## src/rtl/tank_pkg.sv

```systemverilog
// Shared constants and types for the tank game's maze collision logic.
// Screen geometry, maze ROM addressing and the collision scheduler's enums.
package tank_pkg;
  localparam int SCREEN_W   = 640;
  localparam int SCREEN_H   = 480;
  localparam int CELL_SHIFT = 4;
  localparam int MAZE_W     = 40;
  localparam int ADDR_W     = 11;

  typedef enum logic [1:0] {DIR_UP, DIR_DOWN, DIR_LEFT, DIR_RIGHT} probe_dir_t;
  typedef enum logic [1:0] {IDLE, SCAN, DRAIN, COMMIT} coll_state_t;
endpackage

```

## src/rtl/maze_probe_addr.sv

```systemverilog
// Combinational probe generator: one pixel beyond an object's bounding box in a given
// direction, converted to a maze ROM cell address, with an off-screen indication.
module maze_probe_addr
  import tank_pkg::*;
(
  input  logic [9:0]        x,
  input  logic [9:0]        y,
  input  logic [9:0]        s,
  input  probe_dir_t        dir,
  output logic [ADDR_W-1:0] addr,
  output logic              off_screen
);
  logic [10:0] x_s, y_s, d_s, px_s, py_s;

  assign x_s = {1'b0, x};
  assign y_s = {1'b0, y};
  assign d_s = {1'b0, s} + 11'd1;

  // Probe coordinates in 11-bit two's complement; bit 10 set means negative.
  always_comb begin
    px_s = x_s;
    py_s = y_s;
    case (dir)
      DIR_UP:    py_s = y_s - d_s;
      DIR_DOWN:  py_s = y_s + d_s;
      DIR_LEFT:  px_s = x_s - d_s;
      DIR_RIGHT: px_s = x_s + d_s;
      default: begin
        px_s = x_s;
        py_s = y_s;
      end
    endcase
  end

  // Off-screen probes read cell 0 so the ROM access pattern stays fixed.
  always_comb begin
    off_screen = px_s[10] | py_s[10] | (px_s >= 11'(SCREEN_W)) | (py_s >= 11'(SCREEN_H));
    if (off_screen) begin
      addr = '0;
    end else begin
      addr = ADDR_W'(py_s[9:CELL_SHIFT]) * ADDR_W'(MAZE_W) + ADDR_W'(px_s[9:CELL_SHIFT]);
    end
  end
endmodule

```

## src/rtl/maze_collision_scheduler.sv

```systemverilog
// Time-shares the single-port maze ROM across all objects once per frame and publishes
// per-object wall flags atomically when the scan completes.
module maze_collision_scheduler
  import tank_pkg::*;
#(
  parameter int N_OBJ = 4
) (
  input  logic                  Clk,
  input  logic                  Reset,
  input  logic                  frame_start,
  input  logic [N_OBJ-1:0][9:0] obj_x,
  input  logic [N_OBJ-1:0][9:0] obj_y,
  input  logic [N_OBJ-1:0][9:0] obj_s,
  output logic                  maze_rd,
  output logic [ADDR_W-1:0]     maze_addr,
  input  logic                  maze_q,
  output logic [N_OBJ-1:0]      wall_top,
  output logic [N_OBJ-1:0]      wall_bottom,
  output logic [N_OBJ-1:0]      wall_left,
  output logic [N_OBJ-1:0]      wall_right,
  output logic                  busy,
  output logic                  done
);
  localparam int NP = 4 * N_OBJ;
  localparam int PW = $clog2(NP + 1);
  localparam int SW = $clog2(NP);
  localparam int OW = (N_OBJ > 1) ? $clog2(N_OBJ) : 1;

  coll_state_t state_r, state_nx_s;
  logic [PW-1:0] p_r, p_nx_s;
  logic [N_OBJ-1:0][9:0] snap_x_r, snap_y_r, snap_s_r;
  logic snap_en_s;
  logic [SW-1:0] iss_s, iss_slot_r, cap_slot_r;
  logic [OW-1:0] obj_idx_s;
  logic iss_ovr_r, cap_vld_r, cap_ovr_r;
  logic [9:0] src_x_s, src_y_s, src_s_s;
  logic [ADDR_W-1:0] probe_addr_s, maze_addr_r, addr_nx_s;
  logic off_s, maze_rd_r, rd_nx_s;
  logic [NP-1:0] shadow_r, shadow_nx_s;
  logic [N_OBJ-1:0] top_r, bottom_r, left_r, right_r;
  logic [N_OBJ-1:0] top_nx_s, bottom_nx_s, left_nx_s, right_nx_s;
  logic busy_r, busy_nx_s, done_r, done_nx_s;

  assign obj_idx_s = OW'(p_r[SW-1:0] >> 3'd2);

  // Probe 0 is issued from the live inputs in the same edge the snapshot is taken.
  always_comb begin
    if (state_r == IDLE) begin
      iss_s   = '0;
      src_x_s = obj_x[0];
      src_y_s = obj_y[0];
      src_s_s = obj_s[0];
    end else begin
      iss_s   = p_r[SW-1:0];
      src_x_s = snap_x_r[obj_idx_s];
      src_y_s = snap_y_r[obj_idx_s];
      src_s_s = snap_s_r[obj_idx_s];
    end
  end

  maze_probe_addr u_probe (
    .x          (src_x_s),
    .y          (src_y_s),
    .s          (src_s_s),
    .dir        (probe_dir_t'(iss_s[1:0])),
    .addr       (probe_addr_s),
    .off_screen (off_s)
  );

  // Shadow flags absorb the read returning this cycle; edge override never looks at maze_q.
  always_comb begin
    shadow_nx_s = shadow_r;
    if (cap_vld_r) begin
      if (cap_ovr_r) begin
        shadow_nx_s[cap_slot_r] = 1'b1;
      end else begin
        shadow_nx_s[cap_slot_r] = maze_q;
      end
    end else begin
      shadow_nx_s = shadow_r;
    end
  end

  // Next-state and next-output logic.
  always_comb begin
    state_nx_s  = state_r;
    p_nx_s      = p_r;
    rd_nx_s     = 1'b0;
    addr_nx_s   = '0;
    busy_nx_s   = busy_r;
    done_nx_s   = 1'b0;
    snap_en_s   = 1'b0;
    top_nx_s    = top_r;
    bottom_nx_s = bottom_r;
    left_nx_s   = left_r;
    right_nx_s  = right_r;
    case (state_r)
      IDLE: begin
        if (frame_start) begin
          state_nx_s = SCAN;
          p_nx_s     = PW'(1);
          rd_nx_s    = 1'b1;
          addr_nx_s  = probe_addr_s;
          busy_nx_s  = 1'b1;
          snap_en_s  = 1'b1;
        end else begin
          state_nx_s = IDLE;
        end
      end
      SCAN: begin
        if (p_r == PW'(NP)) begin
          state_nx_s = DRAIN;
        end else begin
          rd_nx_s   = 1'b1;
          addr_nx_s = probe_addr_s;
          p_nx_s    = p_r + PW'(1);
        end
      end
      DRAIN: begin
        state_nx_s = COMMIT;
        done_nx_s  = 1'b1;
        for (int i = 0; i < N_OBJ; i++) begin
          top_nx_s[i]    = shadow_nx_s[4*i];
          bottom_nx_s[i] = shadow_nx_s[4*i+1];
          left_nx_s[i]   = shadow_nx_s[4*i+2];
          right_nx_s[i]  = shadow_nx_s[4*i+3];
        end
      end
      COMMIT: begin
        state_nx_s = IDLE;
        busy_nx_s  = 1'b0;
      end
      default: state_nx_s = IDLE;
    endcase
  end

  // State, read pipeline, shadow and output registers.
  always_ff @(posedge Clk) begin
    if (Reset) begin
      state_r     <= IDLE;
      p_r         <= '0;
      maze_rd_r   <= 1'b0;
      maze_addr_r <= '0;
      iss_slot_r  <= '0;
      iss_ovr_r   <= 1'b0;
      cap_vld_r   <= 1'b0;
      cap_slot_r  <= '0;
      cap_ovr_r   <= 1'b0;
      shadow_r    <= '0;
      top_r       <= '0;
      bottom_r    <= '0;
      left_r      <= '0;
      right_r     <= '0;
      busy_r      <= 1'b0;
      done_r      <= 1'b0;
    end else begin
      state_r     <= state_nx_s;
      p_r         <= p_nx_s;
      maze_rd_r   <= rd_nx_s;
      maze_addr_r <= addr_nx_s;
      iss_slot_r  <= iss_s;
      iss_ovr_r   <= off_s;
      cap_vld_r   <= maze_rd_r;
      cap_slot_r  <= iss_slot_r;
      cap_ovr_r   <= iss_ovr_r;
      shadow_r    <= shadow_nx_s;
      top_r       <= top_nx_s;
      bottom_r    <= bottom_nx_s;
      left_r      <= left_nx_s;
      right_r     <= right_nx_s;
      busy_r      <= busy_nx_s;
      done_r      <= done_nx_s;
    end
  end

  // Object snapshot taken when a scan is accepted.
  always_ff @(posedge Clk) begin
    if (Reset) begin
      snap_x_r <= '0;
      snap_y_r <= '0;
      snap_s_r <= '0;
    end else if (snap_en_s) begin
      snap_x_r <= obj_x;
      snap_y_r <= obj_y;
      snap_s_r <= obj_s;
    end
  end

  assign maze_rd     = maze_rd_r;
  assign maze_addr   = maze_addr_r;
  assign wall_top    = top_r;
  assign wall_bottom = bottom_r;
  assign wall_left   = left_r;
  assign wall_right  = right_r;
  assign busy        = busy_r;
  assign done        = done_r;
endmodule

```

## config.mk

```make
export PLATFORM = sky130hd
export DESIGN_NAME = maze_collision_scheduler
export DESIGN_NICKNAME = d
export VERILOG_FILES = /design/src/rtl/tank_pkg.sv /design/src/rtl/maze_probe_addr.sv /design/src/rtl/maze_collision_scheduler.sv
export SDC_FILE = /design/constraint.sdc
export NUM_CORES = 1
export LEC_CHECK = 0
export ABC_AREA = 1
export CAP_MARGIN = 20
export CORE_ASPECT_RATIO = 1.75
export CORE_MARGIN = 8
export CORE_UTILIZATION = 54
export DETAILED_ROUTE_END_ITERATION = 8
export GPL_TIMING_DRIVEN = 0
export PLACE_DENSITY = 0.89
export SYNTH_ARGS = -nofsm -noshare
export SYNTH_HDL_FRONTEND = slang
export SYNTH_SLANG_ARGS = --single-unit
export TNS_END_PERCENT = 100
```

## constraint.sdc

```tcl
create_clock -name Clk -period 8.2 [get_ports Clk]
set_input_delay 2.46 -clock Clk [delete_from_list [all_inputs] [get_ports Clk]]
set_output_delay 2.46 -clock Clk [all_outputs]
set_load 0.03 [all_outputs]
```

Word level (Yosys, flattened, before mapping)
Index checks and enable logic that the tools add are counted.
{ "totals": {"register_bits": 184, "input_bits": 124, "output_inout_bits": 30} }
{ "op_classes": {"n_bitwise": 4, "n_mux": 34, "addsub": 7, "order_cmp": 5, "mul": 1, "n_reduce_logical": 8, "n_eq_ne": 10} }
{ "op_table": {"columns": ["op", "n"], "rows": [
  ["$pmux W11 S2", 3],
  ["$bmux W10 S2", 3],
  ["$mux W10", 6],
  ["$mux W11", 3],
  ["$mux W16", 2],
  ["$add A10 B11 Y11", 2],
  ["$sub A10 B11 Y11", 2],
  ["$bwmux W16", 1],
  ["$or A16 B16 Y16", 1],
  ["$add A10 B1 Y11 const B", 1],
  ["$add A11 B6 Y11", 1],
  ["$ge A11 B10 Y1 const B", 1],
  ["$ge A11 B9 Y1 const B", 1],
  ["$mux W5", 2],
  ["$pmux W5 S2", 1],
  ["$eq A2 B2 Y1 const B", 4],
  ["$mul A6 B3 Y8 const B", 1],
  ["$pmux W2 S4", 1],
  ["$mux W1", 7],
  ["$ne A2 B2 Y1 const B", 3],
  ["$add A5 B1 Y5 const B", 1],
  ["$eq A5 B5 Y1 const B", 1],
  ["$lt A4 B5 Y1 const B", 1],
  ["$demux W1 S4", 1],
  ["12 further kinds", 19]
]} }

Logic depth before layout (Yosys ltp)
Gate-level depths: netlist (run 1).
{ "depth": {"depth_word": 12, "ltp_mapped": 38, "depth_no_buf": 37} }

Hierarchy
From an unflattened synthesis (run 1), not the netlist that was laid out.
{ "unflattened": {"cells_unflattened": 1470, "area_unflattened_um2": 9929.5} }
{ "modules_own_cells": {"columns": ["mod", "seq_area_each_um2", "cells_per_inst", "instances", "area_per_inst_um2"], "rows": [
  ["maze_collision_scheduler", 3683.5, 1088, 1, 7738.7],
  ["maze_probe_addr", 0.0, 382, 1, 2190.9]
]} }

Worst setup path before layout (run 1)
OpenSTA, ideal clock, no wires.
{ "synth_timing": {"path_type": "input to register", "from": "input obj_s[0] (netlist bit)", "to": "register maze_addr_r[10], in the netlist maze_addr[10]", "stages": 30, "n_path_buf": 0, "required_ps": 8138, "setup_slack_ps": 1442, "arrival_ps": 6696, "setup_ps": 62, "cell_sequence": "nand2_1 > nand2_2 > ha_1 > or2_2 > nor2_1 > xor2_1 > o21ai_0 > ha_1 > nand2_1 > inv_1 > a21boi_0 > inv_1 > a21oi_1 > o21bai_1 > xnor2_1 > nand2_1 > o21ai_0 > inv_1 > ha_1 > ha_1 > fa_1 > inv_1 > nor2_1 > inv_1 > nor2_1 > nand2_1 > xnor2_1 > xor2_1 > nand2_1 > nor2_2"} }
{ "synth_between": {"elab_chain_cells": 10, "elab_cells_between_ends": 19, "classes_between": "add/sub: 6; mul: 1; order compare: 2; mux: 7; bitwise: 3"} }
{ "synth_lines": {"columns": ["element", "line_no", "rtl"], "rows": [
  ["start, declared", "maze_collision_scheduler.sv:13", "input logic [N_OBJ-1:0][9:0] obj_s,"],
  ["$mux W10 (*)", "maze_collision_scheduler.sv:48", "if (state_r == IDLE) begin"],
  ["$add A10 B1 Y11 (*)", "maze_probe_addr.sv:17", "assign d_s = {1'b0, s} + 11'd1;"],
  ["branches (longest 5 deep; another with $add A10 B11 Y11)", null, null],
  ["$mux W11 (*)", "maze_probe_addr.sv:38", "if (off_screen) begin"],
  ["$mux W11 (on tied branches)", "maze_collision_scheduler.sv:111, maze_collision_scheduler.sv:99", null],
  ["$pmux W11 S2 (*)", "maze_collision_scheduler.sv:97", "case (state_r)"],
  ["end signal, assigned", "maze_collision_scheduler.sv:160", "maze_addr_r <= addr_nx_s;"],
  ["end, declared", "maze_collision_scheduler.sv:37", "logic [ADDR_W-1:0] probe_addr_s, maze_addr_r, addr_nx_s;"]
]} }
Every way passes the cells marked *.
A chain may end at the register's enable or synchronous reset.

Final worst setup path (run 1)
Ends and elaborated chain as after synthesis.

==> results.py, run 1 <==
metrics = {
    "run_status": {
        "outcome": "complete, no violations",
    },
    "synthesis": {
        "synth.avg_cell_area_um2": 7.04,
        "ys_top_cells_by_area": "dfxtp_1, nor2_1, o21ai_0, nand2_1, ha_1",
        "syn_inst": 1383,
        "syn_nets": 1550,
        "yosysWarnings": 0,
        "yosysMostFrequentCell": "nor2_1",
        "synth_top_area_share_pct": 37.9,
        "ys_ff_latch": 184,
        "ys.flop_type": "dfxtp_1",
        "syn_area_um2": 9730,
        "synth_common_cells": "nor2_1, o21ai_0, dfxtp_1, nand2_1, inv_1",
        "synth.distinct_cells": 51,
        "yosysTopAreaCell": "dfxtp_1",
        "synthArstFlopShare_pct": 0,
        "yosysSeqAreaShare_pct": 37.9,
        "synth_edf_count": 0,
    },
    "place": {
        "place_congestion": 1.04,
        "place_inst": 1769,
        "dp_hpwl_um": 23000,
        "port_buffers": 152,
    },
    "floorplanning": {
        "start_util_pct": 54.4,
        "fp.dieArea_um2": 22700,
        "rows": 65,
        "fp.dieW_um": 117,
        "num_io_pins": 154,
        "die_y_um": 194,
        "core_area_um2": 17900,
    },
    "clocking": {
        "cts_setup_buffers": 0,
        "clock_sinks": 184,
        "htreeDepth": 4,
        "cts_resized": 0,
        "cts_inserted_buffers": 17,
        "cts_hold_buf": 0,
        "clk_pin_slew_ns": 0.07,
        "cts.path.max_buffers": 2,
        "cts_tree": "done",
        "clk_latency_ns": 0.46,
        "root_buffer": "clkbuf_16",
    },
    "flow_run": {
        "drv_cap": 0,
    },
    "global_route": {
        "gr-total-overflow": 0,
        "grt_usage_pct": 26.1,
        "grt_max_degree": 20,
        "antenna_found_initial": 0,
        "grt_first_pass_wirelength_um": 48200,
        "grt_pass1_vias": 10100,
    },
    "timing": {
        "worstMarginPinSlew_ns": 0.954,
        "fin_setup_tns_ns": 0,
        "relSlewSlack_pct": 35.7,
        "maxSlewViolCount": 0,
        "rsz0062_at_grt": "no",
        "setup_viol": 0,
        "max_clock_freq_mhz": 134,
        "fin_crit_sh_pct": 91.0,
        "skew_ns": 0.0180,
        "post-route-min-period_ns": 7.46,
        "hold_viol": 0,
    },
    "layout": {
        "diodes": 0,
        "seqCellArea_um2": 3680,
        "layout-drive-gt1-share_pct": 7.08,
        "fin_nets": 1721,
        "fillers": 1480,
        "final_cells": 1801,
        "area_delta_synth_final_pct": 25.1,
        "multi_input_area_um2": 5260,
    },
    "setup_path": {
        "crit_type": "in -> reg",
        "end_kind": "register",
        "cp_slowest_stage_delay_ns": 0.52,
        "cp-start-kind": "primary input",
        "cp_max_fo": 8,
        "rr_startpoint": "state_r[0]",
        "cpMaxStageDelayCell": "fa_1",
        "worstPathRequired_ns": 8.59,
        "cp.arrival_ns": 7.85,
        "cp-startpoint": "obj_s[0]",
    },
    "routing": {
        "antenna_left": 0,
        "vias": 10100,
        "drt-pass1-iter-count": 6,
        "route.detailed.drc": 0,
        "wl_per_cell_um": 16.8,
        "routed_wl_um": 30300,
        "viasPerCell": 5.58,
        "drtIter0Drc": 842,
    },
    "pwr": {
        "vdd_ir_drop_max_mv": 0.402,
        "power_density_nw_per_um2": 465,
        "leakage_nw": 5.11,
        "p_total_w": 0.00566,
    },
    "min_path": {
        "hold_start": "iss_slot_r[0]",
        "hold_path.class": "reg -> reg",
    },
}
worst paths after layout:
check	to	slack, ns	cells after the start
max	maze_addr[10]	0.74	31
min reg2reg	cap_slot_r[0]	0.40	2
min	cap_slot_r[0]	0.40	2
max reg2reg	maze_addr[10]	1.52	35
area by class of cell:
class,count,area share [%]
repair buffers,152,12.5
plain buffers,81,3.06
multi-input cells,1009,43.2
well taps,234,2.41
clock buffers,17,3.49
flip-flops and latches,184,30.3
clock inverters,15,1.65
inverters,109,3.38
critical path: cells and delay by family:
| kind | cells | cell delay [ns] |
|---|---|---|
| fa+ha+maj | 5 | 1.67 |
| compound gates | 7 | 1.21 |
| simple gates | 10 | 1.03 |
| buf+inv | 5 | 0.79 |
| xor+xnor | 4 | 0.73 |
placed cells by master (no fill, tap or decap), types with 6 or more instances in the layout:
cell and count:
ha_1 39, clkbuf_1 63, a21oi_1 90, nand2_1 178, xor2_1 12, nor2_1 288
o21ai_0 212, or2_2 9, nand3_2 6, dfxtp_1 184, nor3_1 7, mux2i_1 14
inv_1 103, nand2_2 17, xnor2_1 9, clkdlybuf4s50_1 152, nand4_1 7, buf_6 7
a31oi_1 13, clkbuf_16 17, nand3_1 50, nor2_2 13
routing by layer:
metal	wire length [um]	global-route usage, %	share of wire [%]
met5	0	0	0
met4	2190	19.9	7.2
met3	1850	4.75	6.1
met2	15700	48.3	52
met1	10500	24.9	35
sequential cells by signal (all words and copies together), names as in the netlist, 2 cells and up:
name         cells
cap_slot_r       4
iss_slot_r       4
maze_addr       11
p_r              5
shadow_r        16
snap_s_r        40
snap_x_r        40
snap_y_r        40
state_r          2
wall_bottom      4
wall_left        4
wall_right       4
wall_top         4
logic make-up (layout without fill, tap and decap cells):
group,count (synthesis),in the layout,share of synthesized area (%)
compound gates,340,340,18.4
xor+xnor,22,22,2.17
fa+ha+maj,43,43,5.84
buf+inv,190,374,8.06
flops,184,184,37.9
mux,14,14,1.44
simple gates,590,590,26.3
stage by stage:
stage               setup slack (ns)  hold WS, ns  instance area, um^2  util (%)
floorplan                       1.44        0.388                 9730         -
global placement               0.474        0.390                11500      64.5
detailed placement             0.364        0.398                11500      64.5
CTS                            0.772        0.407                12200      68.0
global route                   0.273        0.432                12200      68.0
finish                         0.737        0.404                12200      68.0
where the power goes:
group          internal (W)  leakage, nW  switching (W)
Combinational       0.00136         3.29        0.00221
Clock              0.000468        0.305       0.000406
Sequential          0.00111         1.51       0.000101
Total               0.00294         5.11        0.00272
(Power assumes the default switching activity.)
==> inputs of run 2 (changes only) <==
- GPL_ROUTABILITY_DRIVEN: not set -> 0
==> results.py, run 2 (synthesis results as in run 1) <==
metrics = {
    "run_status": {
        "outcome": "complete, no violations",
    },
    "place": {
        "placed_area_um2": 11500,
        "dp_hpwl_um": 22900,
        "place_inst": 1769,
        "port_buffers": 152,
    },
    "floorplanning": {
        "rows": 65,
        "fp.dieArea_um2": 22700,
        "core_area_um2": 17900,
        "num_io_pins": 154,
        "start_util_pct": 54.4,
        "fp.dieW_um": 117,
        "die_y_um": 194,
    },
    "setup_path": {
        "cp-start-kind": "primary input",
        "cp_slowest_stage_delay_ns": 0.53,
        "worstPathRequired_ns": 8.57,
        "crit_type": "in -> reg",
        "end_kind": "register",
        "cpMaxStageDelayCell": "fa_1",
        "cp.arrival_ns": 7.88,
        "cp_max_fo": 8,
    },
    "global_route": {
        "grt_usage_pct": 26.2,
        "gr-total-overflow": 0,
        "antenna_found_initial": 0,
        "grt_max_degree": 20,
        "grt_first_pass_wirelength_um": 48200,
        "grt_pass1_vias": 10000,
    },
    "timing": {
        "max_clock_freq_mhz": 133,
        "relSlewSlack_pct": 28.6,
        "setup_viol": 0,
        "worstMarginPinSlew_ns": 1.06,
        "post-route-min-period_ns": 7.51,
        "maxSlewViolCount": 0,
        "rsz0062_at_grt": "no",
        "skew_ns": 0.0179,
        "fin_setup_tns_ns": 0,
        "hold_viol": 0,
        "fin_crit_sh_pct": 91.6,
    },
    "pwr": {
        "swShare_pct": 48.7,
        "internal_power_w": 0.00288,
        "vdd_ir_drop_max_mv": 0.398,
        "power_frac_seq_pct": 21.5,
        "leakage_nw": 5.09,
        "combPwrFrac_pct": 64.2,
        "power_density_nw_per_um2": 464,
        "switchingPower_w": 0.00274,
        "power_frac_clock_pct": 14.3,
    },
    "clocking": {
        "cts_resized": 0,
        "clock_sinks": 184,
        "cts_setup_buffers": 0,
        "clk_pin_slew_ns": 0.07,
        "htreeDepth": 4,
        "cts.path.max_buffers": 2,
        "cts_hold_buf": 0,
        "root_buffer": "clkbuf_16",
        "clk_latency_ns": 0.45,
        "cts_inserted_buffers": 17,
        "cts_tree": "done",
    },
    "routing": {
        "routed_wl_um": 30300,
        "viasPerCell": 5.58,
        "vias": 10000,
        "drtIter0Drc": 831,
        "drt-pass1-iter-count": 7,
        "wl_per_cell_um": 16.8,
        "route.detailed.drc": 0,
        "antenna_left": 0,
    },
    "flow_run": {
        "drv_cap": 0,
    },
    "layout": {
        "fillers": 1483,
        "reg_top3": "snap_s_r (40), snap_x_r (40), snap_y_r (40)",
        "fin_util_pct": 67.8,
        "final_cells": 1801,
        "final_cell_mix": "nor2_1, o21ai_0, dfxtp_1",
        "fin_nets": 1721,
        "diodes": 0,
        "final_common_cell": "nor2_1",
        "postLayoutCellArea_um2": 12100,
        "layout-drive-gt1-share_pct": 7.02,
        "area_delta_synth_final_pct": 24.6,
    },
    "min_path": {
        "hold_path.class": "reg -> reg",
    },
}
-- run 2: changes by cell type in the layout (fill, tap and decap cells not counted), sizes merged --
| cell | delta |
|---|---|
| clkbuf | +1 |
| clkinvlp | -1 |
| bufinv | -2 |
| clkinv | +2 |
-- run 2: path summary, 6_finish.rpt --
check	slack, ns	startpoint	end	cells past startpoint
worst min register to register	0.40	iss_ovr_r	cap_ovr_r	2
worst max register to register	1.49	state_r[0]	maze_addr[10]	33
worst max-delay path	0.69	obj_s[0]	maze_addr[10]	31
worst min-delay path	0.40	iss_ovr_r	cap_ovr_r	2
-- run 2: metrics by stage --
step	worst slack, ns	hold WS [ns]	total power [W]
floorplan	1.44	0.388	0.00391
global placement	0.550	0.390	0.00459
detailed placement	0.403	0.394	0.00473
CTS	0.720	0.406	0.00556
global route	0.215	0.421	0.00610
finish	0.688	0.404	0.00563
-- run 2: layer usage --
layer	track usage (%)	vias to the layer above	wire length (um)
met5	0	-	0
met4	20.8	0	2230
met3	5.22	152	1890
met2	47.9	504	15600
met1	25.0	4540	10600
li1	-	4853	-
-- run 2: cell type report --
cell class | instances | area, um^2 | area share, %
flip-flops and latches | 184 | 3680 | 30.4
plain buffers | 81 | 373 | 3.08
clock buffers | 18 | 429 | 3.54
well taps | 234 | 293 | 2.42
inverters | 109 | 412 | 3.40
repair buffers | 152 | 1520 | 12.6
clock inverters | 14 | 148 | 1.22
multi-input cells | 1009 | 5260 | 43.4
-- run 2: power by group through the flow --
| stage | logic [W] | registers [W] | clock network, W |
|---|---|---|---|
| after detailed placement | 0.00351 | 0.00122 | 0 |
| final | 0.00361 | 0.00121 | 0.000804 |
| after CTS | 0.00355 | 0.00121 | 0.000804 |
| after global routing | 0.00403 | 0.00123 | 0.000845 |
| after floorplan | 0.00263 | 0.00128 | 0 |
| after global placement | 0.00337 | 0.00122 | 0 |
-- run 2: worst max-delay path, delay by kind of cell --
family          cells  cell delay (ns)
compound gates      5             0.82
xor+xnor            4             0.67
fa+ha+maj           5             1.71
buf+inv             6             0.83
simple gates       11             1.41
